## config.mk

```make
export PLATFORM = sky130hd
export DESIGN_NAME = pc_sequencer
export DESIGN_NICKNAME = d
export VERILOG_FILES = /design/src/rtl/pc_sequencer.sv
export SDC_FILE = /design/constraint.sdc
export NUM_CORES = 1
export LEC_CHECK = 0
export BUFFER_PORTS_ARGS = -buffer_cell sky130_fd_sc_hd__buf_2
export CORE_ASPECT_RATIO = 0.8
export CORE_MARGIN = 2
export CORE_UTILIZATION = 40
export CTS_CLUSTER_SIZE = 14
export DETAILED_ROUTE_END_ITERATION = 7
export HOLD_SLACK_MARGIN = 0.03
export PLACE_DENSITY = 0.72
export RECOVER_POWER = 25
export SKIP_CTS_REPAIR_TIMING = 1
export SLEW_MARGIN = 30
export SYNTH_ARGS = -nofsm -noshare
export SYNTH_HDL_FRONTEND = slang
export SYNTH_SLANG_ARGS = --single-unit
export TNS_END_PERCENT = 1
```

## constraint.sdc

```tcl
create_clock -name clock -period 6.6 [get_ports clock]
set_clock_uncertainty 0.2 [all_clocks]
set_input_delay 1.32 -clock clock [delete_from_list [all_inputs] [get_ports clock]]
set_output_delay 1.32 -clock clock [all_outputs]
set_load 0.02 [all_outputs]
```

## src/rtl/pc_sequencer.sv

```systemverilog
// PC sequencer: boot, fetch handshake and execute-completion target select.
// Tracks EPC, exception cause and the retired-instruction count.
module pc_sequencer #(
    parameter logic [31:0] RESET_VECTOR  = 32'h0000_0000,
    parameter logic [31:0] EXC_VECTOR    = 32'h0000_0080,
    parameter int unsigned FETCH_TIMEOUT = 8
) (
    input  logic        clock,
    input  logic        reset,
    input  logic [31:0] pc,
    output logic [31:0] pc_next,
    output logic        imem_req,
    output logic [31:0] imem_addr,
    input  logic        imem_ack,
    input  logic        exec_done,
    input  logic        stall,
    input  logic        branch_taken,
    input  logic [15:0] branch_imm,
    input  logic        jump,
    input  logic [25:0] jump_index,
    input  logic        jr,
    input  logic [31:0] jr_addr,
    input  logic        ext_exc,
    output logic [31:0] epc,
    output logic [1:0]  cause,
    output logic [31:0] retired,
    output logic [1:0]  state
);

    localparam int unsigned CW = (FETCH_TIMEOUT > 2) ? $clog2(FETCH_TIMEOUT) : 1;
    localparam logic [CW-1:0] TO_LAST = CW'(FETCH_TIMEOUT - 1);

    typedef enum logic [1:0] {
        S_BOOT  = 2'd0,
        S_FETCH = 2'd1,
        S_EXEC  = 2'd2
    } state_t;

    state_t        r_state;
    logic          r_imem_req;
    logic [CW-1:0] r_cnt;
    logic [31:0]   r_epc;
    logic [1:0]    r_cause;
    logic [31:0]   r_retired;

    state_t        w_state_next;
    logic [31:0]   w_pc_plus4;
    logic [31:0]   w_br_target;
    logic [31:0]   w_jmp_target;
    logic [31:0]   w_target;
    logic          w_done;
    logic          w_fetch_to;
    logic          w_jr_misalign;
    logic          w_exc;
    logic [1:0]    w_exc_code;

    assign w_pc_plus4    = pc + 32'd4;
    assign w_br_target   = w_pc_plus4 + {{14{branch_imm[15]}}, branch_imm, 2'b00};
    assign w_jmp_target  = {w_pc_plus4[31:28], jump_index, 2'b00};
    assign w_done        = (r_state == S_EXEC) && exec_done && !stall;
    assign w_fetch_to    = (r_state == S_FETCH) && !imem_ack && (r_cnt == TO_LAST);
    assign w_jr_misalign = jr && (jr_addr[1:0] != 2'b00);
    assign w_exc         = w_fetch_to || (w_done && (ext_exc || w_jr_misalign));

    always_comb begin
        w_exc_code = 2'd2;
        if (w_fetch_to)
            w_exc_code = 2'd1;
        else if (ext_exc)
            w_exc_code = 2'd3;
    end

    always_comb begin
        w_target = w_pc_plus4;
        if (jr)
            w_target = jr_addr;
        else if (jump)
            w_target = w_jmp_target;
        else if (branch_taken)
            w_target = w_br_target;
    end

    always_comb begin
        w_state_next = r_state;
        unique case (r_state)
            S_BOOT:  w_state_next = S_FETCH;
            S_FETCH: if (imem_ack) w_state_next = S_EXEC;
            S_EXEC:  if (w_done) w_state_next = S_FETCH;
            default: w_state_next = S_BOOT;
        endcase
    end

    // PC register reloads every edge, so holding means feeding pc back.
    always_comb begin
        pc_next = pc;
        if (!reset)
            pc_next = RESET_VECTOR;
        else if (r_state == S_BOOT)
            pc_next = RESET_VECTOR;
        else if (w_exc)
            pc_next = EXC_VECTOR;
        else if (w_done)
            pc_next = w_target;
    end

    always_ff @(posedge clock or negedge reset) begin
        if (!reset) begin
            r_state    <= S_BOOT;
            r_imem_req <= 1'b0;
            r_cnt      <= '0;
            r_epc      <= '0;
            r_cause    <= '0;
            r_retired  <= '0;
        end else begin
            r_state    <= w_state_next;
            r_imem_req <= (w_state_next == S_FETCH);
            if ((r_state == S_FETCH) && !imem_ack && !w_fetch_to)
                r_cnt <= r_cnt + CW'(1);
            else
                r_cnt <= '0;
            if (w_exc) begin
                r_epc   <= pc;
                r_cause <= w_exc_code;
            end
            if (w_done && !w_exc)
                r_retired <= r_retired + 32'd1;
        end
    end

    assign imem_req  = r_imem_req;
    assign imem_addr = pc;
    assign epc       = r_epc;
    assign cause     = r_cause;
    assign retired   = r_retired;
    assign state     = r_state;

endmodule

```

# After elaboration in Yosys (flattened, before gate mapping)
# Index checks and enable logic that the tools add are counted.
dict set report totals {
  elab_cells 43
  regBits 72
  input_bits 115
}
dict set report op_classes {
  n_eq_ne 4
  n_reduce_logical 16
  muxes 13
  n_addsub 4
}
# cell n
set ops {}
lappend ops {{$mux 32} 7}
lappend ops {{$add 32x1->32 const B} 1}
lappend ops {{$add 32x3->32 const B} 1}
lappend ops {{$add 32x32->32} 1}
lappend ops {{$logic_and 1x1->1} 8}
lappend ops {{$mux 2} 3}
lappend ops {{$pmux 2 s3} 1}
lappend ops {{$eq 2x1->1 const B} 2}
lappend ops {{$logic_not 1->1} 4}
lappend ops {{$add 3x1->3 const B} 1}
lappend ops {{$eq 3x3->1 const B} 1}
lappend ops {{$mux 3} 1}
lappend ops {{$eq 2x2->1 const B} 1}
lappend ops {{$logic_not 2->1} 1}
lappend ops {{$logic_or 1x1->1} 2}
lappend ops {{$reduce_bool 2->1} 1}
lappend ops {{$mux 1} 1}

# Logic depth before layout (Yosys ltp)
dict set report logic_depth {
  depth_word 9
  mapped_depth 16
  depth_no_buf 15
}

# Worst setup path before layout
# No wires, ideal clock.
dict set report synth_path {
  kind {input port to output port}
  start {input port pc[4]}
  end {output port pc_next[27]}
  required_time_ps 5080
  path_stages 16
  setup_slack_ps 618
  n_path_buf 2
  arrival_ps 4462
  cell_sequence {buf_2 nand4_4 nor3_4 and2_1 nand4_1 xnor2_1 ha_1 clkbuf_1 nand4_1 nor4_1 o2111ai_1 a311oi_1 nor2_1 xnor2_1 o21ai_1 o211ai_1}
}
dict set report synth_via {
  elab_chain_cells 9
}
# item line_no
set synth_lines {}
lappend synth_lines {{start, declared} 10} ;# input logic [31:0] pc,
lappend synth_lines {{$add 32x3->32 (*)} 57} ;# assign w_pc_plus4 = pc + 32'd4;
lappend synth_lines {{$add 32x32->32} 58} ;# assign w_br_target = w_pc_plus4 + {{14{branch_imm[15]}}, branch_imm, 2'b00};
lappend synth_lines {{$mux 32 (*)} 79} ;# else if (branch_taken)
lappend synth_lines {{$mux 32 (*)} 77} ;# else if (jump)
lappend synth_lines {{$mux 32 (*)} 75} ;# if (jr)
lappend synth_lines {{$mux 32 (*)} 102} ;# else if (w_done)
lappend synth_lines {{$mux 32 (*)} 100} ;# else if (w_exc)
lappend synth_lines {{$mux 32 (*)} 98} ;# else if (r_state == S_BOOT)
lappend synth_lines {{$mux 32 (*)} 96} ;# if (!reset)
lappend synth_lines {{end, declared} 11} ;# output logic [31:0] pc_next,
# Every way passes the cells marked *; elsewhere a longest branch is shown, timed or not.

# Worst setup path after layout
dict set report layout_path {
  start {input port pc[2]}
  end {output port pc_next[27]}
}
# The elaborated chain is that of the path after synthesis.

==> impl.org <==
** Clocking
- After clock tree synthesis, the clock-pin slew on the worst setup and hold paths is about 0.060 ns.
- Clock latency on the worst-skew pair, taken at its later pin, is around 0.33 ns.
- The H-tree generated during clock tree synthesis spans 3 levels.
- TritonCTS built the clock tree.
- The clock passes through at most 2 buffers.
- Root buffer selected by CTS :: clkbuf_16
- Buffers inserted during clock tree synthesis total 9.
- Clock Sink Count :: a little over 70

** Route
- The first detailed-routing pass ran for 5 iterations.
- Antenna Nets Post-Route :: 0
- Routed WL :: roughly 25000 microns
- Routed length on met1 :: roughly 11000 microns
- The highest metal layer carrying signal wires in the routed design is met4.
- After detailed routing, the number of vias per cell comes to 5.70.
- Number of DRC violations after detailed routing :: 0
- Average wire per cell in the routed design :: 19.3 microns
- Met2 wire length :: between 10000 and 15000 microns
- Number of vias after detailed routing :: approximately 7300
- The detailed router finished its first iteration with just under 500 violations.
- Summed over all nets, wire length on met3 after detailed routing comes to 2260 microns.

** Critical path
- Slowest CP cell :: ha_2
- Crit start category :: input pin
- WP data required :: between 5 and 6 ns
- Setup crit start :: pc[2]
- In this design, the largest share of critical-path delay is due to simple AND/OR/NAND/NOR gates.
- On the worst path, the slowest cell contributes a delay of ~0.40 ns.
- The worst register-to-register path begins at state[1].
- Critical Path, Cell by Cell :: buf_2, ha_2, nand2_1, nor3_4, nand2_2, xnor2_1, ha_2, nand4_1, nor4_1, o2111ai_1, a311oi_1, buf_4, nor2_1, xnor2_1, o21ai_1, o211ai_1, buf_2
- Worst Path Arrival :: slightly below 5 ns
- Classification of the worst setup path :: in -> out
- Counting both buffers and inverters, the worst setup path holds a total of 3.
- In this run the worst path has a maximum fanout of 8.
- STA classifies the critical path endpoint as a primary output.

** Finish
- Of the cells placed in the final design, the portion with a size suffix greater than 1 is roughly a third.
- Once layout is done, the placed cells without fillers occupy 0.00859 sq mm.
- Compared with the post-synthesis result, the final layout area differs by 24.8%.
- Final cell count without fillers :: ~1300
- Number of nets in the layout :: approximately 1200

** Timing
- Final Hold Viols :: 0
- Minimum setup slack in the final design :: 0.201 ns
- Final Critical Period :: approximately 6.4 ns
- Setup total negative slack on the finished layout was measured at 0 ns.
- The final count of pins violating max slew came to 58.
- Derived from the worst setup path, the maximum achievable clock frequency is approximately 0.16 GHz.
- Worst-case headroom to the max-slew limit :: -98.8%
- Transition time at the pin with the least slew margin :: approximately 3.0 ns
- The final critical path takes up a little over nine tenths of the cycle.
- Setup violations remaining at the end of the flow were counted as 0.

** Synthesis
- The cell area that synthesis handed to floorplanning was around 0.0069 sq mm.
- Synthesis instantiated 77 different standard cells from the library.
- Register bit total from synthesis :: 72
- Post-synth net total :: 996
- Ranking of synthesized cells by instance count :: nand2_1, dfrtp_1, nor2_1
- Dominant cells by area after synthesis :: dfrtp_1, ha_1, xnor2_1, mux2_2, nand2_1
- A synthesized cell averages between 8 and 9 sq um.
- Yosys mapped a number of flops with a built-in enable equal to 0.
- After synthesis, the largest area contributor takes up a little over a quarter of total cell area.
- Share of synthesized area occupied by flip-flops and latches :: approximately a quarter
- Cell accounting for the most synthesized area :: dfrtp_1
- Number of warnings printed during yosys synthesis :: 0
- Commonest register cell after synthesis :: dfrtp_1
- Most frequent cell after synthesis :: nand2_1
- After synthesis, the share of flip-flops with an asynchronous set or reset is between 90% and 100%.
- Post-synthesis instance total :: between 800 and 900

** GRT
- The via count of the first global-routing pass came to slightly below 7000.
- Antenna violations before repair :: 2
- First-pass GRT wire length :: 37200 microns
- GRT Util Overall :: around a quarter
- Entering global routing, the biggest net connects 58 pins.
- Grt ovf :: 0

** Pwr
- Power spread over the standard cell area amounts to 253 mW/mm^2.
- VDD sags by at most roughly 0.00023 V.
- In this run the static leakage power is roughly 0.0042 uW.
- Total Power Consumption :: 2180 uW

** Die
- Once the floorplan was initialized, standard cells occupied 41.2% of the core.
- Die X :: about 150 microns
- Number of top-level design ports :: around 250
- DIE HEIGHT :: 121 microns
- After floorplanning, the core was divided into 42 placement rows.
- The core region is 0.0167 sq mm.
- DIE AREA :: between 0.015 and 0.02 sq mm

** Place
- Area post-placement :: roughly 0.0082 sq mm
- The count of buffers added on input and output ports is ~250.
- OpenSTA, run right after detailed placement, puts the worst setup slack at about 0.15 ns.
- Placed wire-length estimate after detailed placement :: 19800 microns
- Counting tap cells, the placed design contains a total of 1260 instances.
- RD Place Congestion :: 0.995

** Run status
- The checks that failed: capacitance limit, slew limit.
- The flow ran to the end, but the final reports show violations.

** Run
- Across the run, the number of max-cap violations was 1.

** Hold path
- Hold Path Origin :: r_cnt[0]
- In this run the worst hold path is classified as reg -> reg.
metrics by stage:
step | utilization [%] | hold slack [ns]
final | 51.4 | 0.240
after global routing | 51.4 | 0.247
after CTS | 50.9 | 0.241
after detailed placement | 48.8 | 0.226
after global placement | 48.8 | 0.225
after floorplan | - | 0.209
per-layer routing:
layer	up-vias	GRT usage, %
li1	3465	-
met1	3434	35.1
met2	367	42.7
met3	45	6.24
met4	0	7.48
met5	-	0
where the power goes:
part	internal, uW	switching, uW
logic	369	614
clock network	389	177
registers	552	74.6
worst reg2reg max path: stages (launching register included):
cell      delay, ns
dfrtp_1        0.51
and4bb_1       0.27
buf_4          0.38
nand2_1        0.15
nor4_1         0.39
and3_1         0.30
and3_1         0.37
nand2_1        0.11
nor2_1         0.16
xnor2_1        0.13
area by class of cell:
type / instances / area, sq um
clock inverter: 5 / 103
inverter: 22 / 82.6
tap: 220 / 275
antenna: 1 / 2.50
fill: 1669 / 8120
timing repair buffer: 280 / 1480
clock buffer: 11 / 253
multi-input combinational: 671 / 4590
sequential: 72 / 1800
kinds of logic (layout without fill, tap and decap cells):
| kind of cell | after synthesis | in the layout | synth area share [%] |
|---|---|---|---|
| AND/OR/NAND/NOR | 305 | 305 | 22.7 |
| AO/OA/AOI/OAI | 211 | 211 | 20.1 |
| buffers and inverters | 100 | 318 | 7.79 |
| XOR/XNOR | 77 | 77 | 9.81 |
| flip-flops | 72 | 72 | 26.2 |
| multiplexers | 40 | 40 | 6.42 |
| adder cells (fa/ha/maj) | 38 | 38 | 7.02 |
| other | 0 | 1 | 0 |
registers in the layout, indices dropped and copies added (netlist names):
register,cells
imem_req,1
state,2
r_cnt,3
retired,32
epc,32
cause,2
placed cells by master (no fill, tap or decap), drive strengths merged, types with 4 or more instances in the layout:
cell / synthesis / routed
a211oi: 9 / 9
a21o: 11 / 11
a21oi: 51 / 51
a221oi: 10 / 10
a311oi: 5 / 5
a31oi: 8 / 8
a41oi: 4 / 4
and2: 5 / 5
and3: 16 / 16
buf: 50 / 277
clkbuf: 28 / 14
dfrtp: 72 / 72
ha: 37 / 37
inv: 21 / 21
mux2: 33 / 33
mux2i: 7 / 7
nand2: 96 / 96
nand2b: 10 / 10
nand3: 41 / 41
nand4: 18 / 18
nor2: 61 / 61
nor2b: 8 / 8
nor3: 22 / 22
nor4: 6 / 6
o211ai: 14 / 14
o21a: 6 / 6
o21ai: 53 / 53
o221ai: 7 / 7
o22ai: 8 / 8
or2: 4 / 4
or3: 5 / 5
xnor2: 50 / 50
xor2: 27 / 27
final timing paths:
path	slack, ns	endpoint	cells after the start
min in group asynchronous	0.94	retired[29]	1
max reg2reg	3.54	retired[30]	9
max	0.20	pc_next[27]	17
min	0.24	r_cnt[0]	1
min reg2reg	0.24	r_cnt[0]	1
max in group asynchronous	1.93	epc[21]	2
(Power assumes the default switching activity.)
